$ cat src/rtl/button_debouncer.sv
// ---------------------------------------------------------------------------
// button_debouncer
//
// Purpose:
//   Takes a raw, bouncing push-button level from a board pin and brings it
//   into the clk domain through a flip-flop synchronizer. It then filters it
//   into a clean, registered level (dout) for the downstream edge-to-pulse
//   stage. A change of level is accepted only after the synchronized input
//   has held the new value long enough. That means one entry cycle followed
//   by CNT_MAX counted cycles.
//
// Parameters:
//   CNT_MAX      stable cycles required before accepting a change (>= 1)
//   SYNC_STAGES  depth of the input synchronizer chain (>= 2)
//
// Ports:
//   clk    in   system clock, all logic on the rising edge
//   rst_n  in   synchronous active-low reset
//   btn    in   raw asynchronous button level
//   dout   out  debounced level (registered)
//   rise   out  one-cycle strobe on dout 0->1 (edge build only, else 0)
//   fall   out  one-cycle strobe on dout 1->0 (edge build only, else 0)
//
// Build option:
//   DEBOUNCE_EDGE_EN  when defined, rise/fall are registered strobes that
//                     assert on the same edge dout updates. When undefined,
//                     both are tied low and no extra flops are built.
//
// Valid/ready:
//   This block has no handshake. btn is sampled on every edge and dout is a
//   level. In the edge build, rise/fall are single-cycle strobes that need no
//   acknowledge.
// ---------------------------------------------------------------------------
module button_debouncer #(
    parameter int CNT_MAX     = 100_000,
    parameter int SYNC_STAGES = 2
) (
    input  logic clk,
    input  logic rst_n,
    input  logic btn,
    output logic dout,
    output logic rise,
    output logic fall
);

    localparam int            CW       = $clog2(CNT_MAX + 1);
    localparam logic [CW-1:0] CNT_LAST = CW'(CNT_MAX - 1);

    // State is kept as a named enum so checkers can bind to r_state directly.
    typedef enum logic [1:0] {
        STABLE_LO = 2'd0,
        PEND_HI   = 2'd1,
        STABLE_HI = 2'd2,
        PEND_LO   = 2'd3
    } state_t;

    logic [SYNC_STAGES-1:0] r_sync;
    logic                   w_s;

    state_t                 r_state;
    state_t                 w_state_next;
    logic [CW-1:0]          r_cnt;
    logic [CW-1:0]          w_cnt_next;
    logic                   r_dout;
    logic                   w_dout_next;
    logic                   w_accept_hi;
    logic                   w_accept_lo;

    // ------------------------------------------------------------------
    // Input synchronizer: btn enters at bit 0. The FSM only ever looks at
    // the last stage.
    // ------------------------------------------------------------------
    always_ff @(posedge clk) begin
        if (!rst_n) begin
            r_sync <= '0;
        end else begin
            r_sync <= {r_sync[SYNC_STAGES-2:0], btn};
        end
    end

    assign w_s = r_sync[SYNC_STAGES-1];

    // ------------------------------------------------------------------
    // FSM process 1: state register (state, counter, debounced level)
    // ------------------------------------------------------------------
    always_ff @(posedge clk) begin
        if (!rst_n) begin
            r_state <= STABLE_LO;
            r_cnt   <= '0;
            r_dout  <= 1'b0;
        end else begin
            r_state <= w_state_next;
            r_cnt   <= w_cnt_next;
            r_dout  <= w_dout_next;
        end
    end

    // ------------------------------------------------------------------
    // FSM process 2: next state and counter.
    // A reversion of s during a pending state returns to the stable state
    // with the counter cleared. A partial count is therefore never carried
    // into the next attempt.
    // ------------------------------------------------------------------
    always_comb begin
        w_state_next = r_state;
        w_cnt_next   = r_cnt;
        case (r_state)
            STABLE_LO: begin
                if (w_s) begin
                    w_state_next = PEND_HI;
                    w_cnt_next   = '0;
                end
            end
            PEND_HI: begin
                if (!w_s) begin
                    w_state_next = STABLE_LO;
                    w_cnt_next   = '0;
                end else if (r_cnt == CNT_LAST) begin
                    w_state_next = STABLE_HI;
                    w_cnt_next   = '0;
                end else begin
                    w_cnt_next   = r_cnt + CW'(1);
                end
            end
            STABLE_HI: begin
                if (!w_s) begin
                    w_state_next = PEND_LO;
                    w_cnt_next   = '0;
                end
            end
            PEND_LO: begin
                if (w_s) begin
                    w_state_next = STABLE_HI;
                    w_cnt_next   = '0;
                end else if (r_cnt == CNT_LAST) begin
                    w_state_next = STABLE_LO;
                    w_cnt_next   = '0;
                end else begin
                    w_cnt_next   = r_cnt + CW'(1);
                end
            end
            default: begin
                w_state_next = STABLE_LO;
                w_cnt_next   = '0;
            end
        endcase
    end

    // ------------------------------------------------------------------
    // FSM process 3: acceptance decode and next debounced level.
    // dout moves only on acceptance, which requires that s already held in
    // the pending state. It therefore never changes on the edge where s
    // itself changes.
    // ------------------------------------------------------------------
    always_comb begin
        w_accept_hi = (r_state == PEND_HI) && w_s  && (r_cnt == CNT_LAST);
        w_accept_lo = (r_state == PEND_LO) && !w_s && (r_cnt == CNT_LAST);
        w_dout_next = r_dout;
        if (w_accept_hi) begin
            w_dout_next = 1'b1;
        end else if (w_accept_lo) begin
            w_dout_next = 1'b0;
        end
    end

    assign dout = r_dout;

`ifdef DEBOUNCE_EDGE_EN
    // Strobes are registered from the same acceptance terms as dout, so they
    // line up with the dout update. The two pending states are mutually
    // exclusive, so rise and fall can never assert together.
    logic r_rise;
    logic r_fall;

    always_ff @(posedge clk) begin
        if (!rst_n) begin
            r_rise <= 1'b0;
            r_fall <= 1'b0;
        end else begin
            r_rise <= w_accept_hi;
            r_fall <= w_accept_lo;
        end
    end

    assign rise = r_rise;
    assign fall = r_fall;
`else
    assign rise = 1'b0;
    assign fall = 1'b0;
`endif

endmodule
$ cat config.mk
export PLATFORM = sky130hd
export DESIGN_NAME = button_debouncer
export DESIGN_NICKNAME = d
export VERILOG_FILES = /design/src/rtl/button_debouncer.sv
export SDC_FILE = /design/constraint.sdc
export NUM_CORES = 1
export LEC_CHECK = 0
export CAP_MARGIN = 40
export CORE_MARGIN = 2
export CORE_UTILIZATION = 55
export DETAILED_ROUTE_END_ITERATION = 8
export PLACE_DENSITY_LB_ADDON = 0.2
export SLEW_MARGIN = 20
export SYNTH_ARGS = -nofsm -noshare
export SYNTH_HDL_FRONTEND = slang
export SYNTH_SLANG_ARGS = --single-unit
$ cat constraint.sdc
create_clock -name clk -period 2.5 [get_ports clk]
set_input_delay 0.5 -clock clk [delete_from_list [all_inputs] [get_ports clk]]
set_output_delay 0.5 -clock clk [all_outputs]
set_load 0.005 [all_outputs]
## After elaboration in Yosys (flattened, before gate mapping)

Cells that the tools add are included.

| storage, ports and cells | value |
|---|---|
| output and inout bits | 3 |
| input bits | 3 |
| bits in registers | 22 |
| logic and storage cells | 37 |

| cells by class | value |
|---|---|
| muxes and demuxes | 15 |
| add/subtract/negate cells | 1 |
| equal/unequal tests | 8 |
| reduce and logical (&&, ||, !) cells | 9 |

Operators by type and width:

| cell | number |
|---|---|
| two-way mux 17 bit | 5 |
| case mux 17 bit (4 select lines) | 1 |
| adder 17 x 1 -> 17 bit (second input constant) | 1 |
| equality test 17 bit (second input constant) | 1 |
| two-way mux 2 bit | 6 |
| case mux 2 bit (4 select lines) | 1 |
| != test 3 bit (second input constant) | 2 |
| equality test 2 bit (second input constant) | 2 |
| logical AND 1 bit | 4 |
| != test 2 bit (second input constant) | 2 |
| AND reduction 4 bit | 1 |
| equality test 2 x 1 -> 1 bit (second input constant) | 1 |
| logical NOT 2 bit | 1 |
| two-way mux 1 bit | 2 |
| AND reduction 2 bit | 1 |
| nonzero test 2 bit | 1 |
| logical NOT 1 bit | 1 |

## Depth between registers and ports, before layout

| depth | value |
|---|---|
| depth in word-level cells | 5 |
| depth in mapped cells | 7 |
| mapped depth without buffers | 6 |

## Worst setup path after synthesis

OpenSTA, ideal clock, no wires.

| timing | value |
|---|---|
| path type | reg2reg |
| start | register r_cnt[0] |
| end | register r_dout, in the netlist dout |
| arrival time | 1,482 ps |
| setup time | 122 ps |
| clock period less this slack | 1,604 ps |
| required time | 2,378 ps |
| stages on the path, launching flop included | 8 |
| path buffers | 1 |
| slack | 896 ps |
| cell sequence | dfxtp_1 ha_1 and4_4 and4_4 buf_6 a21boi_1 a41oi_1 a21boi_1 |

| between the ends | value |
|---|---|
| word-level cells in the longest chain between the ends | 3 |
| elaborated cells between the ends (all ways) | 5 |
| classes of those cells | eq/ne: 1; mux: 1; reduce/logical: 3 |

Ends and longest elaborated chain:

| item | RTL line | source |
|---|---|---|
| start, declared | 62 | `logic [CW-1:0] r_cnt;` |
| start signal, assigned | 93 | `r_cnt <= w_cnt_next;` |
| equality test 17 bit (*) | 156, 157 |  |
| logical AND 1 bit (on tied branches) | 156, 157 |  |
| two-way mux 1 bit / nonzero test 2 bit (equally long branches) | - |  |
| end signal, assigned | 94 | `r_dout <= w_dout_next;` |
| end, declared | 64 | `logic r_dout;` |

Mark *: on every way between the ends. The rest lies on a longest branch, timed or not.
A chain may end at the register's enable or synchronous reset.

## Worst setup path in the final report

| timing | value |
|---|---|
| start | register r_cnt[0] |
| end | register r_cnt[6] |

| between the ends | value |
|---|---|
| word-level cells in the longest chain between the ends | 4 |
| elaborated cells between the ends (all ways) | 6 |
| classes of those cells | add/sub: 1; eq/ne: 1; mux: 4 |

Ends and longest elaborated chain:

| item | RTL line | source |
|---|---|---|
| adder 17 x 1 -> 17 bit / equality test 17 bit (equally long branches) | - |  |
| two-way mux 17 bit (*) | 118, 135 |  |
| two-way mux 17 bit (on tied branches) | 132, 115 |  |
| case mux 17 bit (4 select lines) (*) | 107 | `case (r_state)` |

Marks and branches as above.

==> reports/qor.json <==
{
  "initial_core_util_pct": 59.2,
  "path_max_fanout": 18,
  "critPathLaunch": "r_cnt[0]",
  "totalNegativeSetupSlack_ns": 0,
  "routing_usage_on_met2_pct": 29.4,
  "max_cap_viol_count": 0,
  "grt_max_degree": 19,
  "worstSetupStartpointType": "flop",
  "share_of_cells_above_drive_strength_1_pct": 9.35,
  "setup_bufs_post_cts": 0,
  "timing.critical_path.to_type": "flop",
  "core_area_um2": 1980,
  "powerDensity_nw_per_um2": 473,
  "number_of_synthesized_register_bits": 22,
  "clock_skew_ns": 0.00203,
  "synth_top_flop_cell": "sky130_fd_sc_hd__dfxtp_1",
  "r2r-start": "r_cnt[0]",
  "critPathSlowestCell": "sky130_fd_sc_hd__dfxtp_1",
  "grt.total_usage_pct": 19.2,
  "synth.yosys.seq_area_share_pct": 37.6,
  "wl_per_cell_um": 13.2,
  "layout_worst_path_cycle_share_pct": 74.6,
  "top_usage_layer": "met2",
  "wire_length_of_the_first_global_routing_pass_mm": 3.77,
  "finalSetupViolCount": 0,
  "synth.most_common_cell": "sky130_fd_sc_hd__dfxtp_1",
  "num-nets-final": 144,
  "peakVddDrop_mv": 0.264,
  "areaGrowthSynthToFinish_pct": 4.27,
  "ys_warn_count": 0,
  "synth_top_area_cell": "sky130_fd_sc_hd__dfxtp_1",
  "cts.path.max_buffers": 2,
  "worstHoldPathType": "flop to flop",
  "root_buffer": "sky130_fd_sc_hd__clkbuf_4",
  "synth-async-reset-ratio_pct": 0,
  "die_x_um": 50.2,
  "leakage_nw": 0.437,
  "cp.required_ns": 2.70,
  "netlist_instances": 138,
  "syn_avg_cell_area_um2": 8.50,
  "numCtsBuffers": 3,
  "count_of_flip_flops_with_a_built_in_enable_after_synthesis": 0,
  "hold_buffers": 0,
  "cts.reportedPaths.clkPinSlew_ns": 0.12,
  "routed_wirelength_mm": 2.20,
  "netlist.area_leader.share_pct": 37.6,
  "drc_violations_left": 0,
  "ant_cells": 0,
  "hpwlAfterDp_mm": 1.60,
  "gp_routability_congestion": 0.834,
  "max_fclk_mhz": 536,
  "cts-resized-gates": 0,
  "clkLatencyLatePin_ns": 0.29,
  "timing.critical_path.mode_cell": "sky130_fd_sc_hd__and4_4",
  "cts_tree": "yes",
  "gr-usage-met3_pct": 4.17,
  "hold_violations": 0,
  "crit_family": "simple AND/OR/NAND/NOR gates",
  "yosys-top-cells-area": "sky130_fd_sc_hd__dfxtp_1 38%, sky130_fd_sc_hd__nand2_1 5.1%, sky130_fd_sc_hd__o21ai_0 3.8%",
  "placement_rows": 16,
  "instances_no_fill": 166,
  "place.detailed.instances": 162,
  "post_synth_most_frequent_cells": "22 x sky130_fd_sc_hd__dfxtp_1, 16 x sky130_fd_sc_hd__nand2_1, 9 x sky130_fd_sc_hd__o21ai_0, 8 x sky130_fd_sc_hd__inv_1, 7 x sky130_fd_sc_hd__a21oi_1",
  "clock_sinks": 22,
  "h-tree-depth": 1,
  "antenna_violating_nets_post_route": 0,
  "critPathArrivalTime_ns": 2.07,
  "critical_path_class": "flop to flop",
  "die_height_um": 50.2,
  "outcome": "finished, final reports clean",
  "period_minus_slack_ns": 1.87,
  "routed-via-count": 975,
  "worstPathBufferInverterCount": 0,
  "layout_setup_ws_ns": 0.634,
  "placement.setup.worst_slack_ns": 0.373,
  "finish.utilization_pct": 61.7,
  "grt_util_met1_pct": 26.0,
  "viasPerCell": 5.87,
  "cp_slowest_stage_delay_ns": 0.42,
  "grt_setup_unrepaired": "false",
  "hold_path_startpoint": "r_sync[0]",
  "globalRoute.totalOverflow": 0,
  "synth_cell_type_count": 47,
  "combined_area_of_all_synthesized_cells_um2": 1170,
  "io_pins": 6,
  "path_cells": "ha_1 > and4_4 > and4_4 > nor2_4 > a21o_1 > a22o_2",
  "fin_max_slew_vios": 0,
  "detail_route.iter0.violations": 19,
  "floorplan.die_area_um2": 2520,
  "grt_antenna_before_repair": 0,
  "drt-pass1-iter-count": 4,
  "buffer_ports.inserted": 3,
  "grt_pass1_vias": 843
}
## layout by cell type (no fill, tap or decap), drive strengths merged, types with 3 or more instances in the layout
master          n
dfxtp          22
nand4           3
clkdlybuf4s50   3
nor2            8
clkbuf          4
nand2          16
a21oi           7
nand3           7
nor3            4
and4            5
inv             8
and2            4
o21ai          13
a21boi          4
## cell families after synthesis
kind of cell | share of synthesized area, %
buf+inv | 7.15
other cells | 0.320
simple gates | 30.0
xor+xnor | 2.88
fa+ha+maj | 1.07
flops | 37.6
compound gates | 21.0
## registers in the layout (all words and copies together), names as in the netlist, named ones only
register,flops
r_sync,2
r_state,1
r_cnt,17
dout,1
## routing by layer
metal  up-vias  share of wire (%)  wire length, um
li1        504                  -                -
met1       449                 48             1050
met2        20                 46             1010
met3         2                5.5              120
met4         0               0.91               20
met5         -                  0                0
## metrics by stage
step,hold WS [ns],cell area [um2],power (mW)
3_5_place_dp,0.426,1190,0.396
3_3_place_gp,0.413,1190,0.395
2_1_floorplan,0.412,1180,0.389
5_1_grt,0.467,1220,0.606
4_1_cts,0.456,1220,0.587
6_report,0.452,1220,0.578
## final timing paths
kind                                  end  slack, ns  cells after the start
worst max-delay path             r_cnt[6]       0.63                      6
worst min-delay path            r_sync[1]       0.45                      1
worst max register to register   r_cnt[6]       0.63                      6
worst min register to register  r_sync[1]       0.45                      1
## area by class of cell
cell class	count	area [um2]
Clock buffer	4	36.3
Multi-Input combinational cell	102	652
Timing Repair Buffer	3	30.0
Sequential cell	22	440
Fill cell	160	759
Inverter	8	30.0
Tap cell	27	33.8
## where the power goes
part	total, mW	switching (mW)	internal (mW)
clock network	0.190	0.102	0.0886
registers	0.358	0.00356	0.354
logic	0.0303	0.0162	0.0141
total	0.578	0.121	0.457
Power figures use the tool's default switching activity.
